==> src/rtl/nibble_alu_seq.sv <==
// nibble_alu_seq: nibble-serial ADD/ADC/SUB/SBC/CP sequencer that drives one
// shared external 4-bit add/sub slice, lowest nibble first, and assembles the
// result and Z80-style flags.
// Build option: define NIBBLE_SEQ_WIDE16_EN to honor 'wide' (16-bit ops over
// 4 nibbles). Without it every op is 8-bit and the nibble index is 1 bit.
module nibble_alu_seq (
   input  logic        clk,
   input  logic        reset,
   input  logic        start,
   input  logic [2:0]  op,
   input  logic        wide,
   input  logic [15:0] a,
   input  logic [15:0] b,
   input  logic        cf_in,
   output logic        busy,
   output logic        done,
   output logic [15:0] result,
   output logic        flag_c,
   output logic        flag_h,
   output logic        flag_v,
   output logic        flag_z,
   output logic        flag_s,
   output logic        flag_n,
   output logic        slice_en,
   output logic [3:0]  slice_a,
   output logic [3:0]  slice_b,
   output logic        slice_sub,
   output logic        slice_cin,
   input  logic [3:0]  slice_res,
   input  logic        slice_cout
);

`ifdef NIBBLE_SEQ_WIDE16_EN
   localparam int IW = 2;
`else
   localparam int IW = 1;
`endif
   localparam int DW = 4 << IW;

   typedef enum logic [1:0] {S_IDLE, S_RUN, S_DONE} state_t;

   state_t        state_q, state_d;
   logic [IW-1:0] idx_q, idx_last, idx_half;
   logic [IW+1:0] nib_base;
   logic [DW-1:0] a_q, b_q, shadow_q, sum_w;
   logic          sub_q, cp_q, cin0_q, cy_q, h_q;
   logic          op_sub, op_cin;
   logic          accept, last;
   logic          res_msb, a_msb, b_msb, zero_w;
   logic [15:0]   result_w;

   assign nib_base = {idx_q, 2'b00};
   assign last     = (idx_q == idx_last);
   assign accept   = start && (state_q == S_IDLE || state_q == S_DONE);

`ifdef NIBBLE_SEQ_WIDE16_EN
   logic wide_q;

   assign idx_last = wide_q ? 2'd3 : 2'd1;
   assign idx_half = wide_q ? 2'd2 : 2'd0;
   assign res_msb  = wide_q ? sum_w[15] : sum_w[7];
   assign a_msb    = wide_q ? a_q[15] : a_q[7];
   assign b_msb    = wide_q ? b_q[15] : b_q[7];
   assign zero_w   = wide_q ? (sum_w == '0) : (sum_w[7:0] == 8'h00);
   assign result_w = cp_q ? (wide_q ? a_q : {8'h00, a_q[7:0]})
                          : (wide_q ? sum_w : {8'h00, sum_w[7:0]});

   // Operation width is latched together with the rest of the request.
   always_ff @(posedge clk or posedge reset) begin
      if (reset)       wide_q <= 1'b0;
      else if (accept) wide_q <= wide;
   end
`else
   logic unused_hi;

   assign idx_last  = 1'b1;
   assign idx_half  = 1'b0;
   assign res_msb   = sum_w[7];
   assign a_msb     = a_q[7];
   assign b_msb     = b_q[7];
   assign zero_w    = (sum_w == '0);
   assign result_w  = {8'h00, (cp_q ? a_q : sum_w)};
   assign unused_hi = ^{wide, a[15:8], b[15:8]};
`endif

   // Decode operation class and the carry fed into nibble 0.
   always_comb begin
      op_sub = 1'b0;
      op_cin = 1'b0;
      case (op)
         3'b001:         op_cin = cf_in;
         3'b010, 3'b100: begin op_sub = 1'b1; op_cin = 1'b1;   end
         3'b011:         begin op_sub = 1'b1; op_cin = ~cf_in; end
         default:        ;
      endcase
   end

   // Shadow result with the nibble currently on the slice merged in.
   always_comb begin
      sum_w = shadow_q;
      sum_w[nib_base +: 4] = slice_res;
   end

   // State register.
   always_ff @(posedge clk or posedge reset) begin
      if (reset) state_q <= S_IDLE;
      else       state_q <= state_d;
   end

   // Next state, handshake and slice drive; slice is quiet outside RUN.
   always_comb begin
      state_d   = state_q;
      busy      = 1'b0;
      done      = 1'b0;
      slice_en  = 1'b0;
      slice_a   = 4'h0;
      slice_b   = 4'h0;
      slice_sub = 1'b0;
      slice_cin = 1'b0;
      case (state_q)
         S_IDLE: if (start) state_d = S_RUN;
         S_RUN: begin
            busy      = 1'b1;
            slice_en  = 1'b1;
            slice_a   = a_q[nib_base +: 4];
            slice_b   = b_q[nib_base +: 4];
            slice_sub = sub_q;
            slice_cin = (idx_q == '0) ? cin0_q : cy_q;
            if (last) state_d = S_DONE;
         end
         S_DONE: begin
            done    = 1'b1;
            state_d = start ? S_RUN : S_IDLE;
         end
         default: state_d = S_IDLE;
      endcase
   end

   // Latch request, step the nibble index and chain the slice carry.
   always_ff @(posedge clk or posedge reset) begin
      if (reset) begin
         a_q      <= '0;
         b_q      <= '0;
         sub_q    <= 1'b0;
         cp_q     <= 1'b0;
         cin0_q   <= 1'b0;
         idx_q    <= '0;
         shadow_q <= '0;
         cy_q     <= 1'b0;
         h_q      <= 1'b0;
      end else if (accept) begin
         a_q      <= a[DW-1:0];
         b_q      <= b[DW-1:0];
         sub_q    <= op_sub;
         cp_q     <= (op == 3'b100);
         cin0_q   <= op_cin;
         idx_q    <= '0;
         shadow_q <= '0;
         cy_q     <= 1'b0;
         h_q      <= 1'b0;
      end else if (state_q == S_RUN) begin
         shadow_q <= sum_w;
         cy_q     <= slice_cout;
         if (idx_q == idx_half) h_q <= slice_cout;
         idx_q    <= idx_q + IW'(1);
      end
   end

   // Publish result and flags only on the last nibble (entry into DONE).
   always_ff @(posedge clk or posedge reset) begin
      if (reset) begin
         result <= 16'h0000;
         flag_c <= 1'b0;
         flag_h <= 1'b0;
         flag_v <= 1'b0;
         flag_z <= 1'b0;
         flag_s <= 1'b0;
         flag_n <= 1'b0;
      end else if (state_q == S_RUN && last) begin
         result <= result_w;
         flag_c <= slice_cout ^ sub_q;
         flag_h <= h_q ^ sub_q;
         flag_v <= (a_msb == (b_msb ^ sub_q)) && (res_msb != a_msb);
         flag_z <= zero_w;
         flag_s <= res_msb;
         flag_n <= sub_q;
      end
   end

endmodule
==> config.mk <==
export PLATFORM = sky130hd
export DESIGN_NAME = nibble_alu_seq
export DESIGN_NICKNAME = d
export VERILOG_FILES = /design/src/rtl/nibble_alu_seq.sv
export SDC_FILE = /design/constraint.sdc
export NUM_CORES = 1
export LEC_CHECK = 0
export BUFFER_PORTS_ARGS = -buffer_cell sky130_fd_sc_hd__buf_2
export CAP_MARGIN = 20
export CORE_MARGIN = 5
export CORE_UTILIZATION = 51
export CTS_BUF_LIST = sky130_fd_sc_hd__clkbuf_8
export DETAILED_ROUTE_END_ITERATION = 12
export PLACE_DENSITY_LB_ADDON = 0.2
export SYNTH_ARGS = -nofsm -noshare
export SYNTH_HDL_FRONTEND = slang
export SYNTH_SLANG_ARGS = --single-unit
==> constraint.sdc <==
create_clock -name clk -period 1.8 [get_ports clk]
set_input_delay 0 -clock clk [delete_from_list [all_inputs] [get_ports clk]]
set_output_delay 0 -clock clk [all_outputs]
set_load 0.05 [all_outputs]
==> results of run 1 <==
[Yosys cell counts, types with 2 or more instances]
library cell / instances
nand3b_1: 2
mux2_4: 5
nor2_1: 12
xnor2_1: 4
o21ai_1: 5
dfrtp_1: 46
buf_6: 3
mux2i_1: 19
mux2_2: 21
buf_4: 12
buf_2: 4
nand2b_1: 2
o2bb2ai_1: 8
inv_1: 3
nand2_1: 13
a21oi_1: 3
o21ai_0: 9
nor2b_1: 4
[metal layers]
layer / track usage / share of wire
met5: 0 / 0
met4: 0.0472 / 0.012
met2: 0.278 / 0.47
met3: 0.0468 / 0.056
met1: 0.220 / 0.46
[worst max-delay path, stage by stage (launching register included)]
cell      delay, ns
dfrtp_1        0.40
nand2b_1       0.24
buf_4          0.24
nor2_1         0.13
buf_2          0.28
[through the flow]
step           setup slack, ns  cells   util  area [um2]  hold slack (ns)
6_report                 0.220    316  0.645        2790           0.0192
5_1_grt                  0.123    316  0.645        2790           0.0379
4_1_cts                  0.218    316  0.645        2790           0.0121
3_5_place_dp             0.426    291  0.586        2530           0.0502
3_3_place_gp             0.425    291  0.586        2530           0.0471
2_1_floorplan            0.232    199      -        2290            0.128
[cells in the final DEF (no fill, tap or decap), drive strengths merged, types with 2 or more instances in the layout]
cell and count:
a21oi 3, buf 61, clkbuf 5, conb 8
dfrtp 46, dlygate4sd3 18, inv 6, mux2 26
mux2i 19, nand2 13, nand2b 2, nand3b 2
nor2 13, nor2b 4, o21ai 14, o2bb2ai 8
xnor2 4
[layout make-up]
type	count	area, um2
Clock buffer	5	68.8
Clock inverter	2	7.51
Fill cell	364	1540
Inverter	4	15.0
Multi-Input combinational cell	128	966
Sequential cell	46	1150
Tap cell	52	65.1
Timing Repair Buffer	79	515
[worst min-delay path by stage]
stage / startpoint / end / slack [ns] / depth (start not counted)
after detailed placement: reset / b_q[0] / 0.05 / 2
after floorplan: slice_cout / h_q / 0.13 / 2
after global routing: slice_res[3] / flag_s / 0.04 / 2
after global placement: reset / b_q[2] / 0.05 / 2
after CTS: slice_res[2] / flag_z / 0.01 / 3
final: slice_res[3] / flag_s / 0.02 / 2
[flip-flops by register name (all words and copies together) (netlist names), 2 cells and up]
name,cells
result,8
b_q,8
shadow_q,8
a_q,8
state_q,2
[timing repair]
item	in CTS	in global routing
hold buffers	18	0
hold endpoints to repair	39	0
setup buffers	0	0
endpoints found under the setup margin	0	0
[cell families after synthesis]
kind of cell / synth area share
muxes: 0.221
DFF: 0.508
other: 0.00165
and+or+nand+nor: 0.0889
AOI/OAI and AO/OA: 0.0861
buffers and inverters: 0.0784
xor gates and xnor gates: 0.0155
[power by group]
part | internal (uW) | switching, uW
Sequential | 1510 | 344
Combinational | 1110 | 2080
Clock | 256 | 319
Total | 2880 | 2740
==> results_dict.tcl, run 1 <==
set metrics [dict create \
    hold_class "input port to flop" \
    cts-root-buf "clkbuf_8" \
    synth-seq-area-share 0.508 \
    worstSetupPathType "flop to output port" \
    dr.pass1.iters 4 \
    ys_ff_latch 46 \
    period_minus_slack_ns 1.58 \
    vias_per_cell 5.13 \
    grt_pass1_wl_mm 8.01 \
    wl_per_cell_um 14.9 \
    cts_tree "done" \
    synth.cell_area_um2 2270 \
    crit_fanout 15 \
    insertion_delay_ns 0.29 \
    routed_wl_mm 4.70 \
    clock_path_buffers 2 \
    grt.total_usage 0.169 \
    cp-end-kind "output port" \
    synth.distinct_cells 35 \
    clkTransAtPathRegs_ns 0.08 \
    place_hpwl_mm 3.34 \
    finalMaxSlewViolations 0 \
    die_h_um 76.7 \
    antenna_found_initial 0 \
    reg2reg_slack_ns 0.43 \
    ir_drop_mv 1.14 \
    p_leak_uw 0.00135 \
    power.density_nw_per_um2 2020 \
    gp_congestion 0.865 \
    worstSetupStartpointType "flop" \
    drive_gt1_frac 0.367 \
    area_growth_pct 23.1 \
    dieArea_um2 5880 \
    cp.required_ns 1.80 \
    critPathCapture "slice_a[0]" \
    rows 24 \
    drcViolationCount 0 \
    grt_pass1_vias 1657 \
    post_cts_resized 0 \
    clock_skew_ns 0.00661 \
    numPortBuffers 54 \
    start_util 0.524 \
    rsz0062_at_grt "false" \
    htreeDepth 2 \
    reg2regPathDepth 4 \
    drt_iter0_markers 70 \
    grt_max_degree 26 \
    globalRoute.totalOverflow 0 \
    dieWidth_um 76.7 \
    yosysWarningCount 0 \
    antenna_left 0 \
    io_pins 80 \
    fmax_ghz 0.633 \
    antennaDiodeCount 0 \
    yosys-top-cells-area "dfrtp_1 51%, mux2_2 10%, mux2i_1 8.4%" \
    synth-async-reset-ratio 1.00 \
    synth_edf_count 0 \
    timing.rr.end "result[7]" \
    numCtsBuffers 5 \
    num_vias 1622 \
    synth_top_area_share 0.508 \
    core-area_um2 4320 \
    status "complete, no violations" \
    arrival_ns 1.58 \
    synth_flop_cell "dfrtp_1" \
    tns_ns 0 \
    finalSetupViolCount 0 \
    maxCapViolCount 0 \
    syn_inst 192 \
    crit_start "state_q[1]" \
    total_power_uw 5630 \
    yosys.area.top_type "dfrtp_1" \
    synth.avg_cell_area_um2 11.8 \
    nNetsFinal 309 \
    hold_viol_final 0 \
    r2r-start "idx_q" \
    cts_sinks 46 \
    post-route-period-util 0.878 \
]
Note: power is estimated with default switching activity, not from simulation.
==> inputs of run 2 (changes only) <==
- CORE_UTILIZATION: 51 -> 49
- CTS_BUF_LIST: sky130_fd_sc_hd__clkbuf_8 -> not set
==> run 2 against run 1 <==
Net effect: via count fell by 0.74%; die area rose by 3.5%; cell count rose by 0.32%; non-clock buffer count rose by 1; routed wire length fell by 0.74%; sequential power barely moved; combinational power barely moved; sequential share of layout area barely moved; worst setup slack got worse by 0.12 ns; flip-flop and latch count did not move; critical path depth rose by 1; largest power group unchanged.
==> results_dict.tcl, run 2 (synthesis gave the netlist of run 1 again) <==
set metrics [dict create \
    grt.total_usage 0.159 \
    grt_pass1_wl_mm 7.77 \
    cts-root-buf "clkbuf_8" \
    numPortBuffers 54 \
    reg2regPathDepth 4 \
    reg2reg_slack_ns 0.32 \
    fmax_ghz 0.588 \
    postLayoutCellArea_um2 2790 \
    clock_path_buffers 2 \
    area_growth_pct 23.0 \
    post-route-period-util 0.945 \
    nFillCells 347 \
    globalRoute.totalOverflow 0 \
    crit_fanout 10 \
    die_h_um 78 \
    dieWidth_um 78 \
    htreeDepth 2 \
    grt_max_degree 47 \
    dr.pass1.iters 4 \
    worstSetupStartpointType "flop" \
    vias_per_cell 5.08 \
    dieArea_um2 6080 \
    hold_viol_final 0 \
    numCtsBuffers 5 \
    routed_wl_mm 4.67 \
    core-area_um2 4410 \
    cp-end-kind "output port" \
    cp.required_ns 1.80 \
    cts_tree "done" \
    status "complete, no violations" \
    final_common_cell "buf_2" \
    crit_start "idx_q" \
    clock_skew_ns 0.00533 \
    power.density_nw_per_um2 2030 \
    place_hpwl_mm 3.27 \
    timing.rr.end "result[5]" \
    worstSetupPathType "flop to output port" \
    placed_area_um2 2530 \
    final_cell_mix "54 x buf_2, 46 x dfrtp_1, 21 x mux2_2" \
    p_leak_uw 0.00134 \
    maxCapViolCount 0 \
    tns_ns 0 \
    slew_headroom 0.621 \
    tightestPinTransition_ns 0.569 \
    finalMaxSlewViolations 0 \
    antenna_found_initial 0 \
    nNetsFinal 310 \
    insertion_delay_ns 0.30 \
    drcViolationCount 0 \
    cts_sinks 46 \
    period_minus_slack_ns 1.70 \
    wl_per_cell_um 14.7 \
    hold_class "input port to flop" \
    r2r-start "idx_q" \
    drive_gt1_frac 0.377 \
    antennaDiodeCount 0 \
    antenna_left 0 \
    rows 24 \
    ir_drop_mv 1.11 \
    rsz0062_at_grt "false" \
    grt_pass1_vias 1620 \
    drt_iter0_markers 67 \
    start_util 0.513 \
    arrival_ns 1.70 \
    critPathCapture "slice_a[3]" \
    finalSetupViolCount 0 \
    gp_congestion 0.763 \
    num_vias 1610 \
    clkTransAtPathRegs_ns 0.08 \
    io_pins 80 \
]
## run 2: cell types whose count changed in the layout (fill, tap and decap cells not counted), sizes merged
cell	change
buf	+1
inv	-2
clkinv	+2
## run 2: metal layers
metal  share of wire  track usage  up-vias  wire length, um
li1                -            -      792                -
met5               0            0        -                0
met4           0.011       0.0456        0               53
met1            0.48        0.224      765             2220
met3           0.069       0.0451        6              321
met2            0.44        0.241       47             2070
## run 2: final cells by class
class	count	area (um2)	area share
Clock inverter	2	10.0	0.00359
Sequential cell	46	1150	0.413
Tap cell	52	65.1	0.0233
Multi-Input combinational cell	128	966	0.347
Clock buffer	5	68.8	0.0247
Timing Repair Buffer	80	510	0.183
Inverter	4	15.0	0.00539
## run 2: worst max-delay path, stage by stage (launching register included)
cell and delay, ns:
dfrtp_1 0.46, buf_4 0.22, buf_4 0.17, mux2i_1 0.11, nor2_1 0.14, buf_2 0.29
## run 2: how the worst min path moves through the flow
stage	from	to	slack, ns	cells after the start
3_3_place_gp	reset	b_q[1]	0.18	3
5_1_grt	slice_res[2]	flag_z	0.03	3
2_1_floorplan	slice_cout	h_q	0.13	2
4_1_cts	slice_res[2]	flag_z	0.004	3
3_5_place_dp	reset	b_q[1]	0.18	3
6_report	slice_res[2]	flag_z	0.009	3
## run 2: timing repair
| item | CTS | global route |
|---|---|---|
| resized for setup | 0 | 0 |
| hold buffers | 18 | 0 |
| setup buffers | 0 | 0 |
| endpoints found under the hold margin | 64 | 0 |
## run 2: through the flow
stage          hold WS [ns]  total power (uW)  std cells  utilization  setup slack, ns
2_1_floorplan         0.128              4460        199            -            0.232
3_3_place_gp          0.185              5040        292        0.573            0.337
3_5_place_dp          0.183              5060        292        0.573            0.328
4_1_cts             0.00375              5680        317        0.631            0.135
5_1_grt              0.0303              5980        317        0.631           0.0184
6_report            0.00886              5650        317        0.631           0.0987
## run 2: where the power goes
| group | internal (uW) | total (uW) | switching, uW |
|---|---|---|---|
| sequential | 1510 | 1870 | 355 |
| clock | 261 | 594 | 333 |
| combinational | 1130 | 3180 | 2050 |
| total | 2900 | 5650 | 2740 |
==> inputs of run 3 (changes only) <==
- CORE_UTILIZATION: 49 -> 45
- clock period: 1.8 -> 1.4 ns (I/O delays scaled with it)
==> run 3 against run 2 <==
Net effect: the flow now finishes with violations (negative setup slack); global-route usage increased by 0.68 points; clock skew is 0.0012 ns lower; critical path depth stayed put; count of clock-buffer cells in the layout is the same; non-clock buffer count grew 17; register-to-register slack worse by 0.34 ns; critical endpoint is now flag_s.
==> results_dict.tcl, run 3 (synthesis gave the netlist of run 1 again) <==
set metrics [dict create \
    clkTransAtPathRegs_ns 0.09 \
    regArea_um2 1150 \
    routed_wl_mm 5.56 \
    ir_drop_mv 1.65 \
    hold_viol_final 0 \
    cp.required_ns 1.59 \
    grt.total_usage 0.166 \
    reg2reg_slack_ns -0.02 \
    power.density_nw_per_um2 2690 \
    dr.pass1.iters 4 \
    final_cell_mix "45 x dfrtp_1, 44 x buf_2, 19 x dlygate4sd3_1" \
    insertion_delay_ns 0.30 \
    dieWidth_um 81.0 \
    p_leak_uw 0.00148 \
    antenna_found_initial 0 \
    finalSetupViolCount 5 \
    worstSetupPathType "flop to flop" \
    tightestPinTransition_ns 0.516 \
    rows 25 \
    nNetsFinal 328 \
    setup_ws_ns -0.0151 \
    hold_class "input port to flop" \
    post-route-period-util 1.01 \
    grt_pass1_vias 1790 \
    maxCapViolCount 0 \
    numCtsBuffers 5 \
    crit_start "idx_q" \
    dieArea_um2 6550 \
    cts_sinks 46 \
    antennaDiodeCount 0 \
    critPathCapture "flag_s" \
    nFillCells 385 \
    multi_input_area_um2 1050 \
    drcViolationCount 0 \
    slew_headroom 0.656 \
    cts_tree "done" \
    globalRoute.totalOverflow 0 \
    numPortBuffers 54 \
    cts-root-buf "clkbuf_8" \
    violations "negative setup slack" \
    reg2regPathDepth 5 \
    arrival_ns 1.60 \
    clock_skew_ns 0.00412 \
    clock_path_buffers 2 \
    gp_congestion 0.783 \
    grt_max_degree 26 \
    antenna_left 0 \
    crit_fanout 8 \
    die_h_um 81.0 \
    io_pins 80 \
    postLayoutCellArea_um2 3210 \
    drt_iter0_markers 94 \
    drive_gt1_frac 0.482 \
    htreeDepth 2 \
    start_util 0.470 \
    placed_area_um2 2600 \
    vias_per_cell 4.98 \
    r2r-start "idx_q" \
    place_hpwl_mm 3.38 \
    final_common_cell "dfrtp_1" \
    fmax_ghz 0.707 \
    cp-end-kind "flop" \
    timing.rr.end "flag_s" \
    core-area_um2 4820 \
    worstSetupStartpointType "flop" \
    rsz0062_at_grt "true" \
    area_growth_pct 41.9 \
    finalMaxSlewViolations 0 \
    tns_ns -0.0489 \
    num_vias 1747 \
    grt_pass1_wl_mm 8.35 \
    wl_per_cell_um 15.8 \
    period_minus_slack_ns 1.42 \
    status "finished, violations left" \
]
## run 3: cell count changes in the layout (fill, tap and decap cells not counted), sizes merged
cell	change
clkbuf	+4
clkinvlp	+3
inv	-2
bufinv	+1
buf	+12
dlygate4sd3	+1
## run 3: power by group
group,switching (uW),internal (uW)
clock network,463,531
registers,502,1950
logic,3000,2220
## run 3: worst min-delay path by stage
stage	start	end	slack, ns	cells after the start
2_1_floorplan	slice_cout	h_q	0.13	2
3_3_place_gp	reset	b_q[2]	0.02	2
3_5_place_dp	reset	b_q[2]	0.02	2
4_1_cts	slice_res[2]	flag_z	0.002	3
5_1_grt	slice_res[2]	flag_z	0.03	3
6_report	slice_res[2]	flag_z	0.01	3
## run 3: final cells by class
class / instances / share of cell area
clock buffer: 5 / 0.0214
clock inverter: 3 / 0.0140
timing repair inverter: 1 / 0.00156
multi-input combinational: 128 / 0.328
timing repair buffer: 97 / 0.243
sequential: 46 / 0.359
tap: 67 / 0.0261
inverter: 4 / 0.00740
## run 3: critical path, cell delays in order (launching register included)
cell	delay [ns]
dfrtp_2	0.46
buf_12	0.17
nand3b_1	0.11
buf_6	0.15
buf_6	0.12
mux2_4	0.29
## run 3: per-stage QoR
step / util / setup WS (ns) / std cells / total power [uW] / hold slack, ns
3_5_place_dp: 0.539 / 0.0189 / 309 / 6650 / 0.0168
5_1_grt: 0.667 / -0.0643 / 351 / 9130 / 0.0311
3_3_place_gp: 0.539 / 0.0475 / 309 / 6590 / 0.0157
6_report: 0.667 / -0.0151 / 351 / 8660 / 0.0118
2_1_floorplan: - / -0.157 / 199 / 5770 / 0.128
4_1_cts: 0.619 / 0.00541 / 341 / 7990 / 0.00199
## run 3: layer usage
metal | global-route usage | wire length [um] | vias to the layer above
met5 | 0 | 0 | -
met4 | 0.0507 | 50 | 0
met3 | 0.0377 | 346 | 5
met2 | 0.280 | 2760 | 54
met1 | 0.212 | 2400 | 865
li1 | - | - | 823
## run 3: what timing repair did
action,CTS,global route
hold endpoints to repair,37,0
setup buffers,5,5
hold buffers,19,0
setup endpoints to repair,10,37
pin swaps,0,1
cloned,0,5
gates resized for setup,14,34
